===== config.mk =====
export PLATFORM = sky130hd
export DESIGN_NAME = key_load_sequencer
export DESIGN_NICKNAME = d
export VERILOG_FILES = /design/src/rtl/key_load_sequencer.sv
export SDC_FILE = /design/constraint.sdc
export NUM_CORES = 1
export LEC_CHECK = 0
export ABC_AREA = 0
export CAP_MARGIN = 20
export CORE_MARGIN = 2
export CORE_UTILIZATION = 40
export CTS_BUF_LIST = sky130_fd_sc_hd__clkbuf_4 sky130_fd_sc_hd__clkbuf_8
export DETAILED_ROUTE_END_ITERATION = 7
export GPL_ROUTABILITY_DRIVEN = 0
export SLEW_MARGIN = 15
export SYNTH_ARGS = -nofsm -noshare
export SYNTH_HDL_FRONTEND = slang
export SYNTH_SLANG_ARGS = --single-unit

===== constraint.sdc =====
create_clock -name clk -period 2 [get_ports clk]
set_input_delay 0.2 -clock clk [delete_from_list [all_inputs] [get_ports clk]]
set_output_delay 0.2 -clock clk [all_outputs]
set_load 0.02 [all_outputs]

===== src/rtl/key_load_sequencer.sv =====
// key_load_sequencer
// Boot-time loader for the control-unit unlock key. The key arrives MS chunk
// first over a valid/ready handshake. It is committed to o_key_out in one step
// when the last beat is accepted. Until then the core is held in reset.
// The loader enforces write-once, an inter-beat timeout and a bounded retry
// count that ends in a sticky lockout. The key itself is never checked here.
//
// Optional build macro: KEY_LOAD_PARITY_EN
//   Adds the input i_chunk_parity, which carries even parity over
//   i_chunk_data. An accepted beat with bad parity is dropped and the
//   attempt fails.
//
// Ports
//   clk             system clock
//   rst             asynchronous active-high reset
//   i_load_start    pulse, starts a key load (from IDLE or ERROR)
//   i_chunk_data    key chunk, MS chunk first
//   i_chunk_valid   chunk valid
//   i_chunk_parity  even parity over i_chunk_data (KEY_LOAD_PARITY_EN only)
//   o_chunk_ready   chunk accepted this cycle when valid is also high
//   o_key_out       committed key (0 until a load completes)
//   o_key_loaded    full key committed
//   o_core_hold     holds the processor in reset while high
//   o_load_error    the last attempt failed
//   o_lockout       retries exhausted, sticky until rst
//   o_busy          load in progress
//
// State | meaning
//   IDLE    | waiting for the first load_start
//   LOAD    | accepting beats, inter-beat timeout running
//   DONE    | key committed, terminal until rst
//   ERROR   | attempt failed, a new load_start may retry
//   LOCKOUT | retries exhausted, terminal until rst
module key_load_sequencer #(
  parameter int KEY_WIDTH      = 28,
  parameter int CHUNK_WIDTH    = 4,
  parameter int TIMEOUT_CYCLES = 256,
  parameter int MAX_RETRY      = 3
) (
  input  logic                   clk,
  input  logic                   rst,
  input  logic                   i_load_start,
  input  logic [CHUNK_WIDTH-1:0] i_chunk_data,
  input  logic                   i_chunk_valid,
`ifdef KEY_LOAD_PARITY_EN
  input  logic                   i_chunk_parity,
`endif
  output logic                   o_chunk_ready,
  output logic [KEY_WIDTH-1:0]   o_key_out,
  output logic                   o_key_loaded,
  output logic                   o_core_hold,
  output logic                   o_load_error,
  output logic                   o_lockout,
  output logic                   o_busy
);

  localparam int BEATS  = KEY_WIDTH / CHUNK_WIDTH;
  localparam int BEAT_W = (BEATS > 1) ? $clog2(BEATS) : 1;
  localparam int TO_W   = (TIMEOUT_CYCLES > 1) ? $clog2(TIMEOUT_CYCLES) : 1;
  localparam int RTY_W  = $clog2(MAX_RETRY + 1);
  // The shadow holds only the beats before the last one. The last chunk
  // goes straight into the committed key. This assumes at least two beats.
  localparam int SHW    = KEY_WIDTH - CHUNK_WIDTH;

  localparam logic [BEAT_W-1:0] LAST_BEAT = BEAT_W'(BEATS - 1);
  localparam logic [TO_W-1:0]   TO_LAST   = TO_W'(TIMEOUT_CYCLES - 1);
  localparam logic [RTY_W-1:0]  RTY_MAX   = RTY_W'(MAX_RETRY);

  typedef enum logic [2:0] {
    S_IDLE,
    S_LOAD,
    S_DONE,
    S_ERROR,
    S_LOCKOUT
  } state_t;

  state_t             r_state;
  state_t             w_next;
  logic [SHW-1:0]     r_shadow;
  logic [KEY_WIDTH-1:0] r_key;
  logic [BEAT_W-1:0]  r_beat;
  logic [TO_W-1:0]    r_to;
  logic [RTY_W-1:0]   r_retry;

  logic w_accept;
  logic w_par_bad;
  logic w_good_beat;
  logic w_timeout;
  logic w_fail;
  logic w_start;

  assign w_accept = (r_state == S_LOAD) && i_chunk_valid;

`ifdef KEY_LOAD_PARITY_EN
  assign w_par_bad = w_accept && (i_chunk_parity != (^i_chunk_data));
`else
  assign w_par_bad = 1'b0;
`endif

  assign w_good_beat = w_accept && !w_par_bad;
  // An accepted beat always beats an expiring timeout.
  assign w_timeout   = (r_state == S_LOAD) && !i_chunk_valid && (r_to == TO_LAST);
  assign w_fail      = w_par_bad || w_timeout;
  assign w_start     = (w_next == S_LOAD) && (r_state != S_LOAD);

  always_ff @(posedge clk or posedge rst) begin
    if (rst) begin
      r_state <= S_IDLE;
    end else begin
      r_state <= w_next;
    end
  end

  always_comb begin
    w_next        = r_state;
    o_chunk_ready = 1'b0;
    o_busy        = 1'b0;
    o_key_loaded  = 1'b0;
    o_core_hold   = 1'b1;
    o_load_error  = 1'b0;
    o_lockout     = 1'b0;
    case (r_state)
      S_IDLE: begin
        if (i_load_start) w_next = S_LOAD;
      end
      S_LOAD: begin
        o_chunk_ready = 1'b1;
        o_busy        = 1'b1;
        if (w_fail) begin
          // ERROR is reached with retry counts 0..MAX_RETRY-1.
          // A failure while already at MAX_RETRY ends in lockout.
          w_next = (r_retry == RTY_MAX) ? S_LOCKOUT : S_ERROR;
        end else if (w_good_beat && (r_beat == LAST_BEAT)) begin
          w_next = S_DONE;
        end
      end
      S_DONE: begin
        o_key_loaded = 1'b1;
        o_core_hold  = 1'b0;
      end
      S_ERROR: begin
        o_load_error = 1'b1;
        // ERROR only exists while retries remain, so a start is always honoured.
        if (i_load_start) w_next = S_LOAD;
      end
      S_LOCKOUT: begin
        o_load_error = 1'b1;
        o_lockout    = 1'b1;
      end
      default: w_next = S_IDLE;
    endcase
  end

  always_ff @(posedge clk or posedge rst) begin
    if (rst) begin
      r_shadow <= '0;
      r_key    <= '0;
      r_beat   <= '0;
      r_to     <= '0;
      r_retry  <= '0;
    end else begin
      if (w_start) begin
        r_shadow <= '0;
        r_beat   <= '0;
        r_to     <= '0;
      end else if (r_state == S_LOAD) begin
        if (w_good_beat) begin
          r_beat <= r_beat + 1'b1;
          r_to   <= '0;
          if (r_beat == LAST_BEAT) begin
            r_key <= {r_shadow, i_chunk_data};
          end else begin
            r_shadow <= {r_shadow[SHW-CHUNK_WIDTH-1:0], i_chunk_data};
          end
        end else if (!w_accept) begin
          r_to <= r_to + 1'b1;
        end
      end
      if ((r_state == S_LOAD) && (w_next == S_ERROR)) begin
        r_retry <= r_retry + 1'b1;
      end
    end
  end

  // r_key is written only when DONE is entered, which makes the key write-once.
  assign o_key_out = r_key;

endmodule

==> impl_results.md <==
* Status: complete, no violations
* Die ar. at about 0.0084 sq mm
* Die H at ~92 microns
* Post-Syn Area per Cell at 11.4 sq um
* Slowest-stage cell, CP: or3b_4
* Arr. time, crit path at around 1700 ps
* DRC viols at 0
* CTS tree: done
* Yosys cell types at 43
* Critical path type: flop to primary output
* Reg-to-reg startpoint: r_state[1]$_DFF_PP0_
* DP Wirelength at 3910 microns
* Final Non-Filler Cells at roughly 420
* Sequential share of power at a little over two fifths
* Port-buffer cells at 41
* CTS Buf Count at 9
* CORE AREA at 0.00733 sq mm
* Clock Skews at roughly 11 ps
* Slew at the pin closest to its max-slew limit at roughly 480 ps
* Vias/cell at between 5 and 6
* Fmax achieved at 533 MHz
* WL per Instance at between 10 and 15 microns
* ANT nets after route at 0
* Total Routed Length at between 6000 and 7000 microns
* Die Wd at about 92 microns
* Most frequent cells in the layout: 68 x dfrtp_1, 55 x nand2_1, 35 x clkdlybuf4s50_1, 30 x a21oi_1, 19 x mux2_4
* #FFs+latches synth at between 60 and 70
* GRT Residual Overflow at 0
* Comb pwr share at between 30 and 40%
* CP peak stage delay at 430 ps
* Total number of vias at approximately 2100
* Post-CTS resize count at 4
* Setup crit start: r_state[1]$_DFF_PP0_
* All-Layer GR Usage at 16.2%
* Post-Syn Instances at between 200 and 300
* Row cnt at 31
* Cell-internal power at 3.42 mW
* Area leader, netlist: dfrtp_1
* Post-CTS Setup Bufs at 0
* Synthesized cell area at between 0.003 and 0.004 sq mm
* Psw at a little under 2 mW
* Yosys warnings at 0
* Hold Vio Cnt, Final at 0
* Largest net degree at the start of global routing at 69
* Placed cells at roughly 400
* Setup tns final at 0 ps
* Worst setup margin at 122 ps
* RSZ-0062 raised after global routing: false
* Worst Setup End Kind: primary output
* Fin crit period at between 1500 and 2000 ps
* Antenna violations before repair at 0
* Antenna Cells at 0
* Asr flop ratio synth at 100%
* Commonest non-fill, non-tap cell in the layout: dfrtp_1
* Core Util, Final at roughly 52%
* Worst-path cell chain: or3b_4, inv_1, buf_4, dlygate4sd2_1
* Fin. max-slew vios at 0
* Clk root buf: clkbuf_8
* Worst-Skew Late Latency at 340 ps
* Post-synth top flop: dfrtp_1
* PwrDens at ~1400 mW/mm^2
* Post-synth EDFFs at 0
* Final #Nets at 331
* Cts hold-fix bufs at 0
* H-tree lvl count at 3
* Vias in the first global route at 2161
* Share of cells above drive strength 1 at 20.1%
* IO Count at 42
* CTS sink count at 68
* Switching Fraction at a little over a third
* Worst-path fanout max at 5
* Detailed Routing Iterations Pass 1 at 4
* Pre-CTS WS at between 15 and 20 ps
* First-pass GRT wire length at ~11000 microns
* Max_cap viols at 0
* Clock Path Buffers at 2
* Synth top area share at between 50% and 60%
* Sequential fraction of the synthesis area at a little under three fifths
* 1st-iter DRT viols at 126
* Fillcell total at about 670
* Clock share of power at between 10% and 20%
* CP Launch Type: flop
* Max VDD drop at between 500 and 600 uV
* Worst EP required at 1800 ps
* Initial Utilization at about two fifths
* Syn nets at around 280
* Final Cycle Share at 93.9%
* Final Setup Violations at 0
* Leakage at 1.84 nW
* Most area-consuming cells after synthesis: dfrtp_1 56%, mux2_4 9.3%, nand2_1 6.7%
* Min-Delay Path Class: primary input to async pin
* Area Growth Syn to Fin at 24.3%
* Worst-path clk slew at roughly 70 ps
* Rel. slew slack at 68.2%
-- worst max-delay path, delay by kind of cell (launching register included) --
family / cells / cell delay (ps)
buf+inv: 3 / 530
simple gates: 1 / 430
flops: 1 / 380
-- power by group through the flow --
| stage | Sequential [mW] | Combinational, mW | Clock [mW] |
|---|---|---|---|
| 2_1_floorplan | 2.42 | 1.09 | 0 |
| 3_3_place_gp | 2.26 | 2.10 | 0 |
| 3_5_place_dp | 2.26 | 2.13 | 0 |
| 4_1_cts | 2.25 | 2.12 | 1.06 |
| 5_1_grt | 2.32 | 2.29 | 1.10 |
| 6_report | 2.24 | 2.08 | 1.02 |
-- logic make-up (layout without fill, tap and decap cells) --
family	Yosys count	in the layout	synth area share (%)
AOI/OAI and AO/OA	57	57	11.1
and+or+nand+nor	84	84	12.8
adders and majority gates	4	4	1.63
buffers and inverters	24	78	4.78
muxes	30	30	13.3
xor gates and xnor gates	3	3	0.857
DFF	68	68	55.5
-- registers in the layout, indices dropped and copies added (netlist names) --
| signal | cells |
|---|---|
| r_retry | 2 |
| r_state | 3 |
| o_key_out | 28 |
| r_shadow | 24 |
| r_to | 8 |
| r_beat | 3 |
-- through the flow --
stage / total power [mW] / hold WS (ps) / instance area, sq um
after floorplan: 3.51 / 331 / 3070
after global placement: 4.36 / 466 / 3630
after detailed placement: 4.39 / 480 / 3630
after CTS: 5.43 / 247 / 3800
after global routing: 5.71 / 274 / 3810
final: 5.34 / 232 / 3810
-- final cells by class --
cell class / instances / area (sq um) / share of cell area, %
flip-flops and latches: 68 / 1700 / 44.7
clock inverters: 4 / 25.0 / 0.657
multi-input cells: 178 / 1230 / 32.2
well taps: 99 / 124 / 3.25
inverters: 7 / 26.3 / 0.690
clock buffers: 12 / 153 / 4.01
repair buffers: 55 / 553 / 14.5
-- Yosys cell counts (all sizes together), types with 2 or more instances --
master   n
inv      7
a31oi    2
a21oi   31
nor2     7
nand3b   2
ha       4
nand4    4
o21ai    8
nand3    4
clkbuf   7
or2      2
buf     10
mux2    29
xor2     3
dfrtp   68
o31ai    9
nand2   55
-- worst paths after layout --
kind	slack, ps	cells past startpoint	endpoint
max in group asynchronous	1470	3	o_key_out[25]$_DFFE_PP0P_
min in group clk	430	3	r_shadow[3]$_DFFE_PP0P_
worst max register to register	160	6	r_retry[1]$_DFFE_PP0P_
worst max-delay path	120	4	o_busy
worst min register to register	490	1	r_retry[0]$_DFFE_PP0P_
worst min-delay path	230	3	o_key_out[5]$_DFFE_PP0P_
-- routing by layer --
metal / track usage (%) / wire [microns] / vias up / share of wire (%)
li1: - / - / 1031 / -
met3: 5.81 / 297 / 8 / 4.8
met1: 21.2 / 2890 / 1047 / 47
met2: 25.0 / 2880 / 37 / 47
met5: 0 / 0 / - / 0
met4: 5.30 / 80 / 0 / 1.3
No activity file was read; power rests on OpenSTA's default activity.
